**src/rtl/timer_pkg.sv**
```systemverilog
// Shared definitions for the countdown timer device: register map, CTRL fields, modes and
// FSM encodings. DEV_BASE is also used by the controller's device-window hit decode.
package timer_pkg;

   localparam logic [23:0] DEV_BASE = 24'h00007F;

   localparam logic [1:0] ADDR_CTRL   = 2'd0;
   localparam logic [1:0] ADDR_PRESET = 2'd1;
   localparam logic [1:0] ADDR_COUNT  = 2'd2;

   localparam int unsigned CTRL_EN      = 0;
   localparam int unsigned CTRL_MODE_LO = 1;
   localparam int unsigned CTRL_MODE_HI = 2;
   localparam int unsigned CTRL_IM      = 3;

   localparam logic [1:0] MODE_ONESHOT = 2'b00;
   localparam logic [1:0] MODE_RELOAD  = 2'b01;

   typedef enum logic [1:0] {
      StIdle = 2'd0,
      StLoad = 2'd1,
      StCnt  = 2'd2,
      StInt  = 2'd3
   } timer_state_e;

   function automatic logic dev_hit(input logic [31:0] addr);
      return addr[31:8] == DEV_BASE;
   endfunction

endpackage

```
**src/rtl/timer_dev.sv**
```systemverilog
// Programmable countdown timer with one-shot and auto-reload modes, CTRL/PRESET/COUNT
// registers on the device bus, and a masked interrupt request to the controller.
module timer_dev
   import timer_pkg::*;
#(
   parameter int unsigned      CNT_W      = 32,
   parameter logic [CNT_W-1:0] RST_PRESET = '0
) (
   input  logic        clk,
   input  logic        rst,
   input  logic [1:0]  Addr,
   input  logic        WE,
   input  logic [31:0] Din,
   output logic [31:0] Dout,
   output logic        IRQ
);

   logic [3:0]       ctrl_q, ctrl_d;
   logic [CNT_W-1:0] preset_q, preset_d;
   logic [CNT_W-1:0] count_q, count_d;
   logic             irq_pend_q, irq_pend_d;
   timer_state_e     state_q, state_d;

   logic en;
   logic reload;
   logic wr_ctrl;
   logic wr_preset;
   logic irq_set;

   assign en        = ctrl_q[CTRL_EN];
   assign reload    = (ctrl_q[CTRL_MODE_HI:CTRL_MODE_LO] == MODE_RELOAD);
   assign wr_ctrl   = WE && (Addr == ADDR_CTRL);
   assign wr_preset = WE && (Addr == ADDR_PRESET);

   always_comb begin
      ctrl_d     = ctrl_q;
      preset_d   = preset_q;
      count_d    = count_q;
      irq_pend_d = irq_pend_q;
      state_d    = state_q;
      irq_set    = 1'b0;

      unique case (state_q)
         StIdle: begin
            if (en) state_d = StLoad;
         end
         StLoad: begin
            count_d = preset_q;
            state_d = en ? StCnt : StIdle;
         end
         StCnt: begin
            if (!en) begin
               state_d = StIdle;
            end else if (count_q == '0) begin
               state_d = StInt;
               irq_set = 1'b1;
            end else begin
               count_d = count_q - CNT_W'(1);
            end
         end
         StInt: begin
            if (reload) begin
               state_d    = StLoad;
               irq_pend_d = 1'b0;
            end else begin
               ctrl_d[CTRL_EN] = 1'b0;
               state_d         = StIdle;
            end
         end
         default: state_d = StIdle;
      endcase

      // Software writes override the FSM's own EN clear on the same edge.
      if (wr_ctrl) ctrl_d = Din[3:0];
      if (wr_preset) preset_d = CNT_W'(Din);

      // In one-shot mode a CTRL/PRESET write acknowledges the interrupt; a new
      // expiry on the same edge still wins.
      if ((wr_ctrl || wr_preset) && !reload) irq_pend_d = 1'b0;
      if (irq_set) irq_pend_d = 1'b1;
   end

   always_ff @(posedge clk) begin
      if (rst) begin
         ctrl_q     <= '0;
         preset_q   <= RST_PRESET;
         count_q    <= '0;
         irq_pend_q <= 1'b0;
         state_q    <= StIdle;
      end else begin
         ctrl_q     <= ctrl_d;
         preset_q   <= preset_d;
         count_q    <= count_d;
         irq_pend_q <= irq_pend_d;
         state_q    <= state_d;
      end
   end

   always_comb begin
      Dout = '0;
      case (Addr)
         ADDR_CTRL:   Dout = {28'b0, ctrl_q};
         ADDR_PRESET: Dout = 32'(preset_q);
         ADDR_COUNT:  Dout = 32'(count_q);
         default:     Dout = '0;
      endcase
   end

   assign IRQ = irq_pend_q & ctrl_q[CTRL_IM];

endmodule

```
**config.mk**
```make
export PLATFORM = sky130hd
export DESIGN_NAME = timer_dev
export DESIGN_NICKNAME = d
export VERILOG_FILES = /design/src/rtl/timer_pkg.sv /design/src/rtl/timer_dev.sv
export SDC_FILE = /design/constraint.sdc
export NUM_CORES = 1
export LEC_CHECK = 0
export ABC_CLOCK_PERIOD_IN_PS = 3450
export CELL_PAD_IN_SITES_DETAIL_PLACEMENT = 1
export CELL_PAD_IN_SITES_GLOBAL_PLACEMENT = 1
export CORE_MARGIN = 2
export CORE_UTILIZATION = 39
export CTS_BUF_LIST = sky130_fd_sc_hd__clkbuf_16
export CTS_CLUSTER_DIAMETER = 100
export CTS_CLUSTER_SIZE = 8
export DETAILED_ROUTE_END_ITERATION = 10
export PLACE_DENSITY_LB_ADDON = 0.25
export SLEW_MARGIN = 30
export SYNTH_ARGS = -nofsm -noshare
export SYNTH_HDL_FRONTEND = slang
export SYNTH_SLANG_ARGS = --single-unit
```
**constraint.sdc**
```tcl
create_clock -name clk -period 3.45 [get_ports clk]
set_input_delay 0.69 -clock clk [delete_from_list [all_inputs] [get_ports clk]]
set_output_delay 0.69 -clock clk [all_outputs]
set_load 0.01 [all_outputs]
```
==> tab_implementation.tex <==
\begin{tabular}{lr}
\hline
Metric & Value \\
\hline
\multicolumn{2}{l}{\textbf{Die}} \\
Die area & 11100 um\^{}2 \\
Core Footprint & 10200 um\^{}2 \\
Starting density of the core & 39.5\% \\
Number of placed I/O pins & 70 \\
Die width & $\sim$110 um \\
Die Ht & 106 um \\
Number of placement rows & 37 \\
\multicolumn{2}{l}{\textbf{Setup path}} \\
Startpoint types & input port \\
Critical register-to-register path endpoint & count\_q[11] \\
FF-to-FF path depth & 8 \\
Register-to-register setup slack & 0.50 ns \\
Critical path fanouts, max & 28 \\
Required time of the critical path & 2.76 ns \\
Source of the worst register-to-register timing path & count\_q[0] \\
Kind of end point of the critical path & output pin \\
Crit path arrival time & 2.41 ns \\
Classification of the worst setup path & in -> out \\
\multicolumn{2}{l}{\textbf{Logic synthesis}} \\
Most used DFF post-synth & sky130\_fd\_sc\_hd\_\_dfxtp\_1 \\
Sequential share of the synthesized area & 35.3\% \\
Net count after synthesis & between 500 and 600 \\
Post-Synthesis Cells & 520 \\
Area share of the leading cell type in the synthesized netlist & 35.3\% \\
Synth warnings & 0 \\
Proportion of synthesized flip-flops having asynchronous set or reset & 0\% \\
Cell type with the largest total area after synthesis & sky130\_fd\_sc\_hd\_\_dfxtp\_1 \\
Syn Std Cell Area & 4020 um\^{}2 \\
Flop and latch count out of synthesis & between 70 and 80 \\
Main area contributors after synthesis & sky130\_fd\_sc\_hd\_\_dfxtp\_1, sky130\_fd\_sc\_hd\_\_nand2\_1, sky130\_fd\_sc\_hd\_\_a21oi\_1 \\
Post-synth EDFFs & 0 \\
Average footprint of a synthesized cell & 7.74 um\^{}2 \\
Yosys cell types & 57 \\
Leading cell type by number of instances after synthesis & sky130\_fd\_sc\_hd\_\_nand2\_1 \\
Most numerous cell types in the synthesized netlist & sky130\_fd\_sc\_hd\_\_nand2\_1, sky130\_fd\_sc\_hd\_\_dfxtp\_1, sky130\_fd\_sc\_hd\_\_a21oi\_1 \\
\multicolumn{2}{l}{\textbf{Clock tree}} \\
Clock root buffer & sky130\_fd\_sc\_hd\_\_clkbuf\_16 \\
Number of H-tree levels & 3 \\
Clk sink count & 71 \\
Clock buffer count from CTS & 9 \\
Clock network latency to the later pin of the worst-skew pair & 0.33 ns \\
Clock transition at path regs & 0.06 ns \\
\# hold bufs at CTS & 0 \\
Number of cells upsized or downsized after cts & 0 \\
Buffers inserted by post-CTS timing repair & 0 \\
Clock tree buffer depth & 2 \\
TritonCTS clock tree & done \\
\multicolumn{2}{l}{\textbf{STA}} \\
Final number of hold-violating endpoints & 0 \\
Setup total negative slack & 0 ns \\
Achievable clock frequency & 322 MHz \\
Unrepaired setup endpoints after global routing & no \\
Final critical path time including I/O delays and setup & approximately 3.1 ns \\
Number of max-slew violations in the final report & 0 \\
Worst setup skew after layout & 0.00560 ns \\
PnR worst setup slack & 0.348 ns \\
Slew at the pin closest to its max-slew limit & just over 0.8 ns \\
Post-route fraction of the period consumed by the critical path & 89.9\% \\
\# setup viols final & 0 \\
Remaining max-slew budget at the tightest pin & 45.0\% \\
\multicolumn{2}{l}{\textbf{Power and ir drop}} \\
Share of total power consumed by net switching & 25.0\% \\
Internal power consumption & 1.47 mW \\
Worst voltage drop across the vdd grid & 0.000198 V \\
Part of the total power dissipated in sequential elements & 43.3\% \\
Sw Pwr & 490 uW \\
PnR Total Power & between 1.5 and 2 mW \\
Standby leakage power & about 1.7 nW \\
Portion of total power attributed to the clock network & 46.9\% \\
Relative contribution of combinational cells to total power & under 10\% \\
Total power divided by cell area & approximately 390 nW/um\^{}2 \\
\multicolumn{2}{l}{\textbf{Layout}} \\
Synthesis-to-finish area growth & 26.5\% \\
Fin nets & 602 \\
Number of diodes added for antenna fixing & 0 \\
Fill cell count & 1273 \\
Utilization after layout & approximately half \\
Storage cell area & 1420 um\^{}2 \\
Proportion of layout cells with a drive suffix above 1 & under 10\% \\
Multi-input gate area in the final layout & 2360 um\^{}2 \\
\multicolumn{2}{l}{\textbf{Min path}} \\
Hold Crit Class & reg -> reg \\
Worst Hold Endpoint & preset\_q[29] \\
Hold depth & 2 \\
Worst Hold Launch & preset\_q[29] \\
\multicolumn{2}{l}{\textbf{Detailed routing}} \\
Total number of vias & $\sim$4300 \\
Routed wire length & approximately 13000 um \\
DRT Pass-1 Iters & 5 \\
Average via count per standard cell & slightly above 6 \\
Number of nets with antenna violations after routing & 0 \\
Number of DRC violations after detailed-routing iteration 0 & 170 \\
Routed length per instance & 18.9 um \\
Post-route DRC & 0 \\
\multicolumn{2}{l}{\textbf{Placed design}} \\
Dpl hpwl & between 8000 and 9000 um \\
RD Place Congestion & between 0.8 and 0.9 \\
Minimum setup slack after placement & 0.348 ns \\
Input/output buffers & 69 \\
\multicolumn{2}{l}{\textbf{GRT}} \\
Wire length of the first global-routing pass & 22100 um \\
Pin count of the biggest net entering global routing & 73 \\
Via count of the first global-routing pass & 4372 \\
Antenna violations before repair & 0 \\
GR Overflow Total & 0 \\
Total GRT Usage & 24.3\% \\
\multicolumn{2}{l}{\textbf{Run status}} \\
Run status & completed \\
\multicolumn{2}{l}{\textbf{Flow run}} \\
Maximum Capacitance Violations & 0 \\
\hline
\end{tabular}
==> worst max-delay path by stage <==
stage	from	endpoint	slack [ns]	depth (start not counted)
global placement	Addr[0]	Dout[2]	0.41	6
CTS	Addr[1]	Dout[20]	0.34	5
finish	Addr[1]	Dout[20]	0.35	5
detailed placement	Addr[1]	Dout[20]	0.35	5
global route	Addr[1]	Dout[26]	0.29	5
floorplan	Addr[1]	Dout[10]	0.86	5
==> routing by layer <==
layer / up-vias / GRT usage (%) / wire length [um]
met3: 20 / 3.71 / 565
met1: 2107 / 32.3 / 6040
met4: 0 / 7.61 / 197
met2: 124 / 40.5 / 6540
li1: 2028 / - / -
met5: - / 0 / 0
==> final cells by class <==
type / count / share of cell area, %
clock buffer: 9 / 4.43
inverter: 6 / 0.443
clock inverter: 7 / 1.25
timing repair buffer: 84 / 16.2
multi-input combinational: 392 / 46.4
sequential: 71 / 27.9
tap: 136 / 3.34
==> state kept, by name, indices dropped and copies added, names as in the netlist <==
| name | flops |
|---|---|
| count_q | 32 |
| ctrl_q | 4 |
| irq_pend_q | 1 |
| preset_q | 32 |
| state_q | 2 |
==> metrics by stage <==
stage	instance area (um^2)	hold WS, ns	instances
after floorplan	4020	0.444	520
after global placement	4790	0.455	689
after detailed placement	4800	0.468	689
after CTS	5090	0.477	705
after global routing	5090	0.501	705
final	5090	0.474	705
==> cells in the final DEF, fill, tap and decap left out, types with 3 or more instances in the layout <==
master                            netlist  final
sky130_fd_sc_hd__a31oi_1                8      8
sky130_fd_sc_hd__nand2_1               87     87
sky130_fd_sc_hd__a22o_1                28     28
sky130_fd_sc_hd__o311ai_0              10     10
sky130_fd_sc_hd__nor3_1                13     13
sky130_fd_sc_hd__nand3_1                7      7
sky130_fd_sc_hd__nor4_1                 8      8
sky130_fd_sc_hd__o21ai_0                6      6
sky130_fd_sc_hd__mux2i_1                9      9
sky130_fd_sc_hd__clkinvlp_4             0      3
sky130_fd_sc_hd__clkinv_1               0      3
sky130_fd_sc_hd__nand4_1                5      5
sky130_fd_sc_hd__a211oi_1               8      8
sky130_fd_sc_hd__dfxtp_1               71     71
sky130_fd_sc_hd__inv_1                  6      6
sky130_fd_sc_hd__and3_1                 4      4
sky130_fd_sc_hd__clkdlybuf4s50_1        0     68
sky130_fd_sc_hd__o31ai_1               18     18
sky130_fd_sc_hd__nor2b_1                5      3
sky130_fd_sc_hd__or4_1                  8      8
sky130_fd_sc_hd__o32ai_1               10     10
sky130_fd_sc_hd__buf_4                  3     13
sky130_fd_sc_hd__a22oi_1                6      6
sky130_fd_sc_hd__o311ai_1               4      4
sky130_fd_sc_hd__and2_1                 7      7
sky130_fd_sc_hd__a21oi_1               57     57
sky130_fd_sc_hd__nor2_1                39     38
sky130_fd_sc_hd__or3_1                  9      9
sky130_fd_sc_hd__nand2b_1               6      5
sky130_fd_sc_hd__clkbuf_16              0      9
==> critical path: stages <==
cell	delay, ns
sky130_fd_sc_hd__clkdlybuf4s50_1	0.56
sky130_fd_sc_hd__nor2b_2	0.22
sky130_fd_sc_hd__buf_12	0.21
sky130_fd_sc_hd__a22o_1	0.17
sky130_fd_sc_hd__clkdlybuf4s50_1	0.55
==> power by group through the flow <==
| stage | Clock [mW] | Combinational [mW] | Sequential, mW |
|---|---|---|---|
| 2_1_floorplan | 0 | 0.106 | 0.862 |
| 5_1_grt | 0.971 | 0.209 | 0.851 |
| 3_3_place_gp | 0 | 0.187 | 0.867 |
| 4_1_cts | 0.931 | 0.192 | 0.850 |
| 6_report | 0.921 | 0.192 | 0.850 |
| 3_5_place_dp | 0 | 0.191 | 0.868 |
==> kinds of logic after synthesis <==
family	after synthesis	share of synthesized area, %
AOI/OAI and AO/OA	173	30.2
muxes	9	2.24
and+or+nand+nor	209	25.6
buffers and inverters	57	6.31
adders and majority gates	1	0.311
DFF	71	35.3
Note: power is estimated with default switching activity, not from simulation.
